===== src/rtl/mag4_pkg.sv =====
// Shared constants, state encoding and helpers for the
// mag4 successive-approximation search controller.
package mag4_pkg;

  localparam logic [2:0] CMP_GT = 3'b100;
  localparam logic [2:0] CMP_EQ = 3'b010;
  localparam logic [2:0] CMP_LT = 3'b001;

  typedef enum logic [1:0] {
    IDLE,
    CMP,
    VERIFY,
    DONE
  } state_e;

  function automatic logic cmp_legal(input logic [2:0] c);
    return (c == CMP_GT) || (c == CMP_EQ) || (c == CMP_LT);
  endfunction

endpackage


===== src/rtl/mag4_sar_ctrl.sv =====
// SAR search controller driving the b side of a mag4com
// comparator; finds the value wired to its a side.
module mag4_sar_ctrl
  import mag4_pkg::*;
#(
  parameter int WIDTH = 4
) (
  input  logic             clk,
  input  logic             rst_n,
  input  logic             start,
  input  logic [2:0]       cmp,
  output logic [WIDTH-1:0] probe,
  output logic             busy,
  output logic             done,
  output logic [WIDTH-1:0] result,
  output logic             exact,
  output logic             err
);

  localparam logic [WIDTH-1:0] MSB =
    {1'b1, {(WIDTH-1){1'b0}}};

  state_e           state_q, state_d;
  logic [WIDTH-1:0] acc_q, acc_d;
  logic [WIDTH-1:0] bit_q, bit_d;
  logic [WIDTH-1:0] probe_q, probe_d;
  logic [WIDTH-1:0] result_q, result_d;
  logic             err_acc_q, err_acc_d;
  logic             exact_q, exact_d;
  logic             err_q, err_d;

  logic             legal;
  logic             take;
  logic [WIDTH-1:0] acc_n;

  // bit_q is the search index k held one-hot, so the
  // step walks by shifting and no adder is needed
  always_comb begin
    state_d   = state_q;
    acc_d     = acc_q;
    bit_d     = bit_q;
    probe_d   = probe_q;
    result_d  = result_q;
    err_acc_d = err_acc_q;
    exact_d   = exact_q;
    err_d     = err_q;

    legal = cmp_legal(cmp);
    take  = legal && ((cmp == CMP_GT) || (cmp == CMP_EQ));
    acc_n = take ? (acc_q | bit_q) : (acc_q & ~bit_q);

    unique case (state_q)
      IDLE, DONE: begin
        probe_d = '0;
        state_d = IDLE;
        if (start) begin
          state_d   = CMP;
          acc_d     = '0;
          bit_d     = MSB;
          probe_d   = MSB;
          err_acc_d = 1'b0;
        end
      end
      CMP: begin
        acc_d = acc_n;
        if (!legal) err_acc_d = 1'b1;
        if (bit_q[0]) begin
          state_d = VERIFY;
          probe_d = acc_n;
        end else begin
          bit_d   = bit_q >> 1;
          probe_d = acc_n | (bit_q >> 1);
        end
      end
      VERIFY: begin
        state_d  = DONE;
        probe_d  = '0;
        result_d = acc_q;
        exact_d  = (cmp == CMP_EQ);
        err_d    = err_acc_q | ~legal;
      end
      default: state_d = IDLE;
    endcase
  end

  always_ff @(posedge clk) begin
    if (!rst_n) begin
      state_q   <= IDLE;
      acc_q     <= '0;
      bit_q     <= '0;
      probe_q   <= '0;
      result_q  <= '0;
      err_acc_q <= 1'b0;
      exact_q   <= 1'b0;
      err_q     <= 1'b0;
    end else begin
      state_q   <= state_d;
      acc_q     <= acc_d;
      bit_q     <= bit_d;
      probe_q   <= probe_d;
      result_q  <= result_d;
      err_acc_q <= err_acc_d;
      exact_q   <= exact_d;
      err_q     <= err_d;
    end
  end

  assign probe  = probe_q;
  assign busy   = (state_q == CMP) || (state_q == VERIFY);
  assign done   = (state_q == DONE);
  assign result = result_q;
  assign exact  = exact_q;
  assign err    = err_q;

endmodule


===== config.mk =====
export PLATFORM = sky130hd
export DESIGN_NAME = mag4_sar_ctrl
export DESIGN_NICKNAME = d
export VERILOG_FILES = /design/src/rtl/mag4_pkg.sv /design/src/rtl/mag4_sar_ctrl.sv
export SDC_FILE = /design/constraint.sdc
export NUM_CORES = 1
export LEC_CHECK = 0
export ABC_AREA = 1
export BUFFER_PORTS_ARGS = -buffer_cell sky130_fd_sc_hd__buf_4
export CAP_MARGIN = 20
export CORE_MARGIN = 3
export CORE_UTILIZATION = 56
export DETAILED_ROUTE_END_ITERATION = 12
export PLACE_DENSITY_LB_ADDON = 0.1
export SLEW_MARGIN = 20
export SYNTH_ARGS = -nofsm -noshare
export SYNTH_HDL_FRONTEND = slang
export SYNTH_SLANG_ARGS = --single-unit

===== constraint.sdc =====
create_clock -name clk -period 3.46 [get_ports clk]
set_input_delay 0.692 -clock clk [delete_from_list [all_inputs] [get_ports clk]]
set_output_delay 0.692 -clock clk [all_outputs]
set_load 0.01 [all_outputs]

==> results of run 1 <==
==> Yosys cell counts <==
| master | n | area (um2) |
|---|---|---|
| nand4_1 | 1 | 6.26 |
| inv_1 | 14 | 52.6 |
| a21boi_1 | 1 | 7.51 |
| a21oi_1 | 16 | 80.1 |
| buf_6 | 1 | 11.3 |
| nand2_2 | 2 | 12.5 |
| nor2_1 | 19 | 71.3 |
| nand2_1 | 17 | 63.8 |
| nand3_1 | 9 | 45.0 |
| ha_1 | 3 | 37.5 |
| buf_2 | 1 | 5.00 |
| o21ai_0 | 12 | 60.1 |
| dfxtp_1 | 21 | 420 |
| o21ai_2 | 1 | 8.76 |
| buf_1 | 1 | 3.75 |
| o21ai_1 | 1 | 5.00 |
| nand3b_1 | 1 | 7.51 |
| inv_2 | 1 | 3.75 |
==> stage by stage <==
stage	setup slack [ns]	total power [mW]	utilization, %	hold slack [ns]	area [um2]
after floorplan	1.95	0.607	-	0.445	902
after detailed placement	1.78	0.722	73.5	0.487	1030
final	1.45	0.837	75.4	0.511	1050
after global placement	1.83	0.702	73.5	0.457	1030
after CTS	1.44	0.837	75.4	0.506	1050
after global routing	1.35	0.907	75.4	0.532	1050
==> flip-flops by register name, summed over array words and instances (netlist names) <==
signal and cells:
bit_q 4, err_acc_q 1, state_q 2, err 1
probe 4, exact 1, acc_q 4, result 4
==> metal layers <==
layer,up-vias,share of wire [%]
met1,390,41
li1,434,-
met5,-,0
met3,12,8.4
met4,0,3.4
met2,46,47
==> power by group <==
| group | internal, mW | switching [mW] | total (mW) |
|---|---|---|---|
| Clock | 0.0450 | 0.0685 | 0.114 |
| Combinational | 0.136 | 0.223 | 0.360 |
| Sequential | 0.314 | 0.0502 | 0.364 |
| Total | 0.495 | 0.342 | 0.837 |
==> area by class of cell <==
cell class	instances	share of cell area, %
well taps	15	1.78
repair buffers	17	12.1
clock buffers	4	2.49
multi-input cells	83	38.4
flip-flops and latches	21	39.9
inverters	15	5.34
==> cell families (layout without fill, tap and decap cells) <==
group	Yosys count	after routing	synth area share [%]
flip-flops	21	21	46.6
buffers and inverters	18	36	8.46
AND/OR/NAND/NOR	49	49	22.9
adder cells (fa/ha/maj)	3	3	4.16
AO/OA/AOI/OAI	31	31	17.9
==> worst max-delay path by stage <==
stage / start / end / slack (ns) / depth (start not counted)
3_5_place_dp: state_q[0] / busy / 1.78 / 4
6_report: state_q[0] / busy / 1.45 / 4
5_1_grt: state_q[0] / busy / 1.35 / 4
2_1_floorplan: state_q[0] / busy / 1.95 / 3
4_1_cts: state_q[0] / busy / 1.44 / 4
3_3_place_gp: state_q[0] / busy / 1.83 / 4
==> worst register-to-register path, delay by kind of cell (launching register included) <==
kind | cells | cell delay (ns)
adder cells (fa/ha/maj) | 1 | 0.32
flip-flops | 1 | 0.39
AND/OR/NAND/NOR | 2 | 0.21
AO/OA/AOI/OAI | 2 | 0.38
buffers and inverters | 2 | 0.14
==> metrics.txt, run 1 <==
status=finished clean; Crit Path Max Fanout=5; latest clock arrival within the worst-skew pair=0.30 ns; met1 Track Usage GR=26.5%; #FFs+latches synth=21; die area=2130 um2; Power Density=794 nW/um2; f_max=0.497 GHz; initial antenna violation count=0; R2R Path End=acc_q[0]; FF/Latch Area=420 um2; worst hold-check path type=reg -> reg; synthesis-to-finish area growth=16.9%; first-pass GRT wire length=3550 um; Leak Pwr=0.479 nW; clk sinks=21; mapped cell area=902 um2; Seq/Total Area, Yosys=46.6%; Top Family by Delay on Critical Path=flip-flops; cts bufs inserted=3; most common cell after layout, fill and taps aside=dfxtp_1; Final Skew=0.00539 ns; commonest non-fill, non-tap cells in the layout=21 x dfxtp_1, 19 x nor2_1, 17 x nand2_1, 17 x buf_4, 16 x a21oi_1; Peak VDD IR=0.526 mV; vias in the first global route=825; Cells after DPL=151; Worst setup SP type=register; WHS Endpoint=result[3]; worst hold start=result[3]; Layout Nets=150; Initial Util=64.5%; CTS tree=built; GR peak layer=met2; DR iter-0 viols=43; Routed Antenna Nets=0; syn avg cell area=7.39 um2; CP max stage delay=0.39 ns; IO buf count=17; CP required=2.77 ns; num ports=18; Max Cap Violations=0; hold path depth=2; cts repair resizes=0; post-DR vias/cell=5.69; Distinct cells, synth=18; critical path cell sequence=inv_1 > ha_1 > inv_2 > buf_4; Total Routing Usage GR=23.4%; Worst EP arrival=1.32 ns; Slew HR=80.3%; Slew @ Worst Pin=0.296 ns; share of layout cells above drive strength 1=17.1%; hpwl dp=1540 um; Worst R2R Path Depth=7; CP Buf/Inv Count=3; filler cell count=111; gpl congestion=0.828; DRT Pass-1 Iters=4; CTS root buffer=clkbuf_4; Cells after Synth=122; met3 global-route usage=8.59%; met2 Use GR=37.6%; Mapped Nets=131; RSZ-0062 raised after global routing=false; routed len/inst=13.4 um; # rows=13; drt total wl=2070 um; largest net degree at the start of global routing=15; DRC Markers=0; flop2flop setup slack=1.91 ns; max-slew violations=0; Crit-path slowest cell=dfxtp_1; GRT overflow=0; final period utilization=58.2%; crit path capture type=output pin; min cycle time layout=2.01 ns; post-CTS setup buffer count=0; via count=882; area taken by multi-input logic gates=405 um2; yosys warns=0; hold_buf cts=0; Worst Setup Path Type=reg -> out; Final setup viols=0; Die Y=46.1 um; Ant. Diodes=0; Die Width=46.1 um; Hold Vio Cnt, Final=0; setup TNS=0 ns; clk slew on worst S/H paths=0.10 ns; CTS H-tree depth=1; core area=1400 um2; RR Startpoint=state_q[0]; clock tree buffer depth=2; final cell count without fillers=155
Power figures use the tool's default switching activity.
==> run 2, diff against run 1 <==
- ABC_AREA: 1 -> 0
- CORE_UTILIZATION: 56 -> 53
- clock period: 3.46 -> 2.11 ns (I/O delays scaled with it)
==> metrics.txt, run 2 <==
multiplexer share of the synthesized area=5.52%; # rows=14; clock tree buffer depth=2; Worst setup SP type=register; clk slew on worst S/H paths=0.11 ns; post-DR vias/cell=5.70; f_max=0.542 GHz; Post-Synth Adder-Cell Area=3.85%; latest clock arrival within the worst-skew pair=0.30 ns; DRT Pass-1 Iters=4; Simple-Gate Fraction of Synth Area=19.9%; commonest non-fill, non-tap cells in the layout=21 x dfxtp_1, 17 x buf_4, 15 x nand2_1; Leak Pwr=0.441 nW; core area=1610 um2; first-pass GRT wire length=3370 um; filler cell count=148; Ant. Diodes=0; Max Cap Violations=0; gpl congestion=0.829; Seq/Total Area, Yosys=43.1%; routed len/inst=12.9 um; FFs w/ async S/R, synth=0%; Comb pwr share=40.7%; post-CTS setup buffer count=0; final period utilization=87.4%; setup TNS=0 ns; Routed Antenna Nets=0; Slew @ Worst Pin=0.515 ns; GRT overflow=0; switching power=0.432 mW; Distinct cells, synth=32; Clock Power Share=16.9%; via count=866; num ports=18; Hold Vio Cnt, Final=0; Place WS=0.460 ns; cts bufs inserted=3; CP required=1.69 ns; worst hold-check path type=in -> reg; top cell type by total area after synthesis=dfxtp_1; Crit Path Max Fanout=7; Post-synth EDFFs=0; Worst EP arrival=1.42 ns; top_reg_cell synth=dfxtp_1; Power Density=1000 nW/um2; largest family of logic cells by synthesized area=compound AO/OA/AOI/OAI gates; Synth area leaders=dfxtp_1 43%, nand2_1 5.8%, a21oi_1 4.6%; Worst Setup Path Type=reg -> out; most common cell after layout, fill and taps aside=dfxtp_1; vias in the first global route=763; Die Y=48.9 um; largest net degree at the start of global routing=26; top-area cell type share of the netlist area=43.1%; Layout Nets=138; hold_buf cts=0; max-slew violations=0; Cells after Synth=112; die area=2390 um2; synthesis-to-finish area growth=16.6%; Synth Area in Compound Gates=20.2%; RSZ-0062 raised after global routing=false; Die Width=48.9 um; initial antenna violation count=0; mapped cell area=975 um2; hpwl dp=1410 um; most numerous cell in the Yosys netlist=dfxtp_1; Cell Int Power=0.705 mW; drt total wl=1960 um; syn avg cell area=8.70 um2; min cycle time layout=1.84 ns; Total Routing Usage GR=17.8%; post-synthesis xor/xnor area fraction=1.67%; Final setup viols=0; status=finished clean; Final Skew=0.00121 ns; DRC Markers=0; #FFs+latches synth=21; setup ws final=0.267 ns; sequential share of power=42.4%; clk sinks=21; share of layout cells above drive strength 1=17.2%; CTS H-tree depth=1; Initial Util=60.5%; Mapped Nets=121; CTS root buffer=clkbuf_4; crit path capture type=output pin; CTS tree=built; IO buf count=17; yosys warns=0; Slew HR=65.7%; Post-synth top cells=21 x dfxtp_1, 15 x nand2_1, 9 x a21oi_1, 9 x inv_1; Sw Share=38.0%; Peak VDD IR=0.700 mV; DR iter-0 viols=22; cts repair resizes=0
[run 2: cell families after synthesis]
kind of cell / after synthesis
buf+inv: 14
flops: 21
fa+ha+maj: 3
compound gates: 31
mux: 5
xor+xnor: 1
simple gates: 37
[run 2: layout make-up]
class / instances / area [um2] / share of cell area [%]
Clock buffer: 4 / 26.3 / 2.31
Inverter: 9 / 33.8 / 2.97
Multi-Input combinational cell: 77 / 498 / 43.8
Sequential cell: 21 / 420 / 37.0
Tap cell: 24 / 30.0 / 2.64
Timing Repair Buffer: 17 / 128 / 11.2
[run 2: per-layer routing]
layer / GRT usage [%] / vias to the layer above / wire length, um
met3: 3.67 / 4 / 158
met4: 10.4 / 0 / 27
li1: - / 428 / -
met2: 26.0 / 35 / 894
met5: 0 / - / 0
met1: 23.9 / 399 / 883
[run 2: power groups by stage]
stage | clock [mW] | combinational [mW] | sequential (mW)
after floorplan | 0 | 0.330 | 0.489
after global placement | 0 | 0.446 | 0.487
after detailed placement | 0 | 0.459 | 0.491
after CTS | 0.196 | 0.460 | 0.482
after global routing | 0.210 | 0.514 | 0.490
final | 0.192 | 0.463 | 0.482
[run 2: final timing paths]
| kind | from | endpoint | slack [ns] | cells past startpoint |
|---|---|---|---|---|
| hold / removal | cmp[1] | exact | 0.43 | 3 |
| setup reg to reg | state_q[0] | acc_q[0] | 0.43 | 5 |
| setup / recovery | state_q[0] | busy | 0.27 | 4 |
| hold reg to reg | err_acc_q | err_acc_q | 0.51 | 2 |
[run 2: through the flow]
step                      hold slack [ns]  cells  total power [mW]  area [um2]  util (%)
after detailed placement            0.486    148             0.950        1110      68.9
after global placement              0.475    148             0.934        1110      68.9
after CTS                           0.429    152              1.14        1140      70.5
final                               0.432    152              1.14        1140      70.5
after global routing                0.478    152              1.21        1140      70.5
after floorplan                     0.448    112             0.819         975         -
[run 2: critical path, stage by stage (launching register included)]
cell     delay (ns)
dfxtp_1        0.40
inv_1          0.06
ha_1           0.41
inv_1          0.10
buf_4          0.15
==> run 3, diff against run 2 <==
- PLACE_DENSITY: unset -> 0.81
- PLACE_DENSITY_LB_ADDON: 0.1 -> unset
==> metrics.txt, run 3 (synthesis results as in run 2) <==
core area=1610 um2; Slew @ Worst Pin=0.523 ns; Cell Int Power=0.705 mW; CTS H-tree depth=1; routed len/inst=12.8 um; vias in the first global route=731; first-pass GRT wire length=3220 um; worst hold start=cmp[1]; num ports=18; Hold Vio Cnt, Final=0; Slew HR=65.1%; crit path capture type=output pin; Final setup viols=0; Worst EP arrival=1.42 ns; post-DR vias/cell=5.72; Sw Share=38.2%; DRT Pass-1 Iters=4; Crit Path Max Fanout=7; Worst R2R Path Depth=5; Clock Power Share=17.5%; via count=870; hpwl dp=1360 um; hold_buf cts=0; FF/Latch Area=420 um2; Ant. Diodes=0; clk sinks=21; Layout Nets=138; switching power=0.436 mW; sequential share of power=42.2%; share of layout cells above drive strength 1=17.2%; Crit-path slowest cell=dfxtp_1; GR peak layer=met2; Worst Setup Path Type=reg -> out; clk slew on worst S/H paths=0.12 ns; latest clock arrival within the worst-skew pair=0.31 ns; CTS root buffer=clkbuf_4; R2R Path End=acc_q[0]; Total Routing Usage GR=17.2%; filler cell count=126; area taken by multi-input logic gates=498 um2; largest net degree at the start of global routing=26; CP required=1.69 ns; max-slew violations=0; cts repair resizes=0; total power=1.14 mW; post-CTS setup buffer count=0; worst hold-check path type=in -> reg; min cycle time layout=1.84 ns; # rows=14; flop2flop setup slack=0.41 ns; Die Width=48.9 um; RR Startpoint=state_q[0]; Final Skew=0.00643 ns; DRC Markers=0; Peak VDD IR=0.681 mV; CP max stage delay=0.40 ns; Routed Antenna Nets=0; commonest non-fill, non-tap cells in the layout=21 x dfxtp_1, 17 x buf_4, 15 x nand2_1; status=finished clean; WHS Endpoint=exact; Comb pwr share=40.3%; synthesis-to-finish area growth=16.6%; Initial Util=60.5%; GRT overflow=0; Top Family by Delay on Critical Path=flip-flops; gpl congestion=0.843; Worst setup SP type=register; met2 Use GR=26.2%; critical path cell sequence=inv_1 > ha_1 > inv_1 > buf_4; IO buf count=17; initial antenna violation count=0; cts bufs inserted=3; Die Y=48.9 um; setup TNS=0 ns; RSZ-0062 raised after global routing=false; CP Buf/Inv Count=3; most common cell after layout, fill and taps aside=dfxtp_1; drt total wl=1940 um; clock tree buffer depth=2; DR iter-0 viols=53; met1 Track Usage GR=22.4%; CTS tree=built; final period utilization=87.4%; hold path depth=3; CP most frequent cell=inv_1; met3 global-route usage=3.67%; f_max=0.542 GHz; Leak Pwr=0.441 nW; die area=2390 um2; Power Density=1000 nW/um2; Max Cap Violations=0
## run 3: worst reg2reg max path, delay by kind of cell, from the launching register on
| kind | cells | cell delay, ns |
|---|---|---|
| buffers and inverters | 1 | 0.06 |
| DFF | 1 | 0.40 |
| muxes | 1 | 0.49 |
| AOI/OAI and AO/OA | 2 | 0.26 |
| adders and majority gates | 1 | 0.40 |
## run 3: layout make-up
type | instances | share of cell area (%)
tap | 24 | 2.64
sequential | 21 | 37.0
multi-input combinational | 77 | 43.8
clock buffer | 4 | 2.31
timing repair buffer | 17 | 11.2
inverter | 9 | 2.97
## run 3: power by group through the flow
stage	clock, mW	sequential (mW)	combinational [mW]
finish	0.200	0.482	0.459
global route	0.218	0.490	0.504
detailed placement	0	0.491	0.447
CTS	0.202	0.482	0.457
global placement	0	0.488	0.444
floorplan	0	0.489	0.330
## run 3: stage by stage
| stage | instance area (um2) | cells | setup WS, ns | util, % | hold slack [ns] |
|---|---|---|---|---|---|
| after floorplan | 975 | 112 | 0.668 | - | 0.448 |
| after global placement | 1110 | 148 | 0.559 | 68.9 | 0.475 |
| after detailed placement | 1110 | 148 | 0.483 | 68.9 | 0.482 |
| after CTS | 1140 | 152 | 0.268 | 70.5 | 0.417 |
| after global routing | 1140 | 152 | 0.181 | 70.5 | 0.448 |
| final | 1140 | 152 | 0.265 | 70.5 | 0.419 |
## run 3: worst max path at each step
stage | start | end | slack, ns | depth (start not counted)
after floorplan | state_q[0] | acc_q[0] | 0.67 | 5
after global placement | state_q[0] | acc_q[0] | 0.56 | 5
after detailed placement | state_q[0] | acc_q[3] | 0.48 | 5
after CTS | state_q[0] | busy | 0.27 | 4
after global routing | state_q[0] | busy | 0.18 | 4
final | state_q[0] | busy | 0.27 | 4
## run 3: layer usage
layer | part of all wire (%) | vias to the layer above
li1 | - | 433
met1 | 46 | 402
met2 | 46 | 30
met3 | 6.3 | 5
met4 | 1.8 | 0
met5 | 0 | -
